File: src/rtl/sr_input_conditioner.sv
// sr_input_conditioner: synchronises and debounces raw set/clear requests and
// drives the S/R inputs of a downstream SR latch without glitches, metastable
// values or the forbidden S=R=1 combination.
// Optional build macro: SR_PULSE_MODE_EN (S/R become one-cycle pulses on a
// debounced rise instead of levels; conflict is unchanged).
module sr_input_conditioner #(
   parameter int unsigned DEBOUNCE_CYCLES = 4
) (
   input  logic clk,
   input  logic rst,
   input  logic set_in,
   input  logic clr_in,
   output logic S,
   output logic R,
   output logic conflict
);

   localparam int unsigned CNT_W = $clog2(DEBOUNCE_CYCLES + 1);
   localparam logic [CNT_W-1:0] CNT_LAST = CNT_W'(DEBOUNCE_CYCLES - 1);

   // Channel index 0 = set, 1 = clr
   logic [1:0]       raw;
   logic [1:0]       sync1;
   logic [1:0]       sync2;
   logic [1:0]       db;
   logic [CNT_W-1:0] cnt [2];

   assign raw = {clr_in, set_in};

   // Two-flop synchroniser for both raw requests
   always_ff @(posedge clk) begin
      if (rst) begin
         sync1 <= '0;
         sync2 <= '0;
      end else begin
         sync1 <= raw;
         sync2 <= sync1;
      end
   end

   // Debounce: flip db only after DEBOUNCE_CYCLES consecutive disagreeing samples
   always_ff @(posedge clk) begin
      if (rst) begin
         db <= '0;
         for (int i = 0; i < 2; i++) cnt[i] <= '0;
      end else begin
         for (int i = 0; i < 2; i++) begin
            if (sync2[i] == db[i]) begin
               cnt[i] <= '0;
            end else if (cnt[i] == CNT_LAST) begin
               db[i]  <= sync2[i];
               cnt[i] <= '0;
            end else begin
               cnt[i] <= cnt[i] + CNT_W'(1);
            end
         end
      end
   end

`ifdef SR_PULSE_MODE_EN
   logic [1:0] db_q;

   // Pulse build: one-cycle S/R on a debounced rise while the other side is low
   always_ff @(posedge clk) begin
      if (rst) begin
         db_q     <= '0;
         S        <= 1'b0;
         R        <= 1'b0;
         conflict <= 1'b0;
      end else begin
         db_q     <= db;
         S        <= db[0] & ~db_q[0] & ~db[1];
         R        <= db[1] & ~db_q[1] & ~db[0];
         conflict <= db[0] & db[1];
      end
   end
`else
   // Level build: arbitrate debounced levels; both high holds the latch
   always_ff @(posedge clk) begin
      if (rst) begin
         S        <= 1'b0;
         R        <= 1'b0;
         conflict <= 1'b0;
      end else begin
         S        <= db[0] & ~db[1];
         R        <= db[1] & ~db[0];
         conflict <= db[0] & db[1];
      end
   end
`endif

endmodule

File: config.mk
export PLATFORM = sky130hd
export DESIGN_NAME = sr_input_conditioner
export DESIGN_NICKNAME = d
export VERILOG_FILES = /design/src/rtl/sr_input_conditioner.sv
export SDC_FILE = /design/constraint.sdc
export NUM_CORES = 1
export LEC_CHECK = 0
export ABC_AREA = 1
export CAP_MARGIN = 20
export CELL_PAD_IN_SITES_DETAIL_PLACEMENT = 1
export CELL_PAD_IN_SITES_GLOBAL_PLACEMENT = 1
export CORE_UTILIZATION = 42
export DETAILED_ROUTE_END_ITERATION = 12
export PLACE_DENSITY_LB_ADDON = 0.1
export SYNTH_ARGS = -nofsm -noshare
export SYNTH_HDL_FRONTEND = slang
export SYNTH_SLANG_ARGS = --single-unit
File: constraint.sdc
create_clock -name clk -period 2.8 [get_ports clk]
set_clock_uncertainty 0.2 [all_clocks]
set_input_delay 0.56 -clock clk [delete_from_list [all_inputs] [get_ports clk]]
set_output_delay 0.56 -clock clk [all_outputs]
set_load 0.01 [all_outputs]
==> impl_metrics.env <==
export IMPL_synth_distinct_cells=12
export IMPL_holdBufCountCts=0
export IMPL_start_util_pct=45.6
export IMPL_hpwl_um=778
export IMPL_cts_resized=0
export IMPL_fin_ws_ps=922
export IMPL_cts_tree="built"
export IMPL_numCtsBuffers=3
export IMPL_gp_congestion=0.665
export IMPL_nets=85
export IMPL_cp_num_buf_inv=1
export IMPL_setup_violations=0
export IMPL_synth_main_ff_cell="dfxtp_1"
export IMPL_port_buffers=6
export IMPL_critPathMaxFanout=1
export IMPL_postSynthCellCount=62
export IMPL_io_pins=7
export IMPL_drv_slew=0
export IMPL_synth_area_um2=601
export IMPL_critPathKind="register to output pin"
export IMPL_drtIter0Drc=6
export IMPL_antennaDiodeCount=0
export IMPL_clk_pin_slew_ps=90
export IMPL_p_leak_uw=0.000321
export IMPL_endpoint_kind="output pin"
export IMPL_yosysSeqAreaShare_pct=60.0
export IMPL_cts_htree_levels=1
export IMPL_synth_seq_cells=15
export IMPL_fin_util_pct=54.1
export IMPL_synth_top_cell_by_area="dfxtp_1"
export IMPL_synth_area_leaders="dfxtp_1, edfxtp_1, nor2_1"
export IMPL_overflow=0
export IMPL_cp_top_family="buffers and inverters"
export IMPL_slowest_delay_ps=530
export IMPL_dp_slack_ps=729
export IMPL_num_vias=396
export IMPL_grt_pass1_vias=410
export IMPL_grt_pass1_wl_um=1670
export IMPL_hold_violations=0
export IMPL_wl_um=986
export IMPL_synth_top_cell_area_share_pct=30.0
export IMPL_grt_use_total_pct=17.3
export IMPL_synth_warnings=0
export IMPL_synth_edff_count=6
export IMPL_synth_top_cells_by_count="nor2_1, inv_1, dfxtp_1"
export IMPL_root_buffer="clkbuf_4"
export IMPL_drive_gt1_share_pct=6.58
export IMPL_fmax_mhz=532
export IMPL_grt_max_degree=12
export IMPL_dr_pass1_iters=3
export IMPL_cts_sinks=15
export IMPL_synth_async_reset_ratio_pct=0
export IMPL_clk_latency_ps=270
export IMPL_worstPathRequired_ps=2040
export IMPL_avgRoutedWirePerCell_um=10.8
export IMPL_postCtsSetupRepairBufs=0
export IMPL_core_rowCount=13
export IMPL_grt_antenna_before_repair=0
export IMPL_peakVddDrop_mv=0.247
export IMPL_hold_class="register to register"
export IMPL_grt_setup_unrepaired="false"
export IMPL_fin_crit_sh_pct=67.1
export IMPL_setup_tns_ps=0
export IMPL_coreArea_um2=1320
export IMPL_critPathArrivalTime_ps=1120
export IMPL_synth_avg_cell_area_um2=9.69
export IMPL_dieWidth_um=39.8
export IMPL_cellPowerDensity_nw_per_um2=541
export IMPL_period_needed_ps=1880
export IMPL_area_delta_synth_final_pct=18.8
export IMPL_avgViaCountPerCell=4.35
export IMPL_crit_path_start_kind="register"
export IMPL_cts_buffer_depth=2
export IMPL_path_cells="clkdlybuf4s50_1"
export IMPL_cap_violations=0
export IMPL_drtAntennaViolNets=0
export IMPL_route_detailed_drc=0
export IMPL_die_area_um2=1590
export IMPL_cp_slowest_cell="clkdlybuf4s50_1"
export IMPL_status="finished clean"
export IMPL_yosysMostFrequentCell="nor2_1"
export IMPL_fp_dieH_um=39.8
[cells in the final DEF (no fill, tap or decap)]
cell type,netlist,layout
nor3_1,5,5
inv_1,14,14
dfxtp_1,9,9
clkdlybuf4s50_1,0,6
edfxtp_1,6,6
clkbuf_1,0,1
ha_1,4,4
nand3_2,1,1
nor2_1,15,15
nor2_4,1,1
nand2_1,4,4
clkbuf_4,0,3
nand3_1,1,1
conb_1,1,6
[cells by family (layout without fill, tap and decap cells)]
logic type	Yosys count	in the layout	share of synthesized area, %
and+or+nand+nor	27	27	20.4
adders and majority gates	4	4	8.33
other	1	6	0.624
DFF	15	15	60.0
buffers and inverters	15	24	10.6
[through the flow]
step	total power, uW	hold WS (ps)	cells	cell area (um2)
floorplan	263	188	67	619
global placement	271	195	87	687
detailed placement	273	201	87	687
CTS	392	215	91	713
global route	404	244	91	713
finish	386	210	91	713
[routing by layer]
layer	GRT usage [%]	part of all wire, %
met4	10.3	1.2
met3	5.11	2.1
met2	30.3	52
met5	0	0
met1	17.8	44
[state kept, by name, indices dropped and copies added (netlist names)]
| name | flops |
|---|---|
| S | 1 |
| cnt | 6 |
| R | 1 |
| sync1 | 2 |
| conflict | 1 |
| db | 2 |
| sync2 | 2 |
[report_power, final]
group | internal [uW] | total [uW] | switching (uW)
clock | 55.1 | 118 | 63.3
combinational | 12.2 | 27.7 | 15.5
sequential | 236 | 240 | 4.26
[worst paths after layout]
path / startpoint / to / slack (ps) / cells past startpoint
worst max-delay path: conflict / conflict / 920 / 1
worst min-delay path: sync1[0] / sync2[0] / 210 / 2
worst max register to register: cnt[1][0] / cnt[1][2] / 1240 / 5
worst min register to register: sync1[0] / sync2[0] / 210 / 2
[area by class of cell]
| class | count | area [um2] |
|---|---|---|
| fill | 155 | 604 |
| sequential | 15 | 360 |
| multi-input combinational | 37 | 195 |
| timing repair buffer | 6 | 60.1 |
| inverter | 14 | 52.6 |
| clock buffer | 4 | 26.3 |
| tap | 15 | 18.8 |
[tightest hold or removal path, delay by kind of cell, from the launching register on]
| kind | cells | cell delay, ps |
|---|---|---|
| simple gates | 1 | 30 |
| flops | 1 | 310 |
| buf+inv | 1 | 40 |
Note: power is estimated with default switching activity, not from simulation.
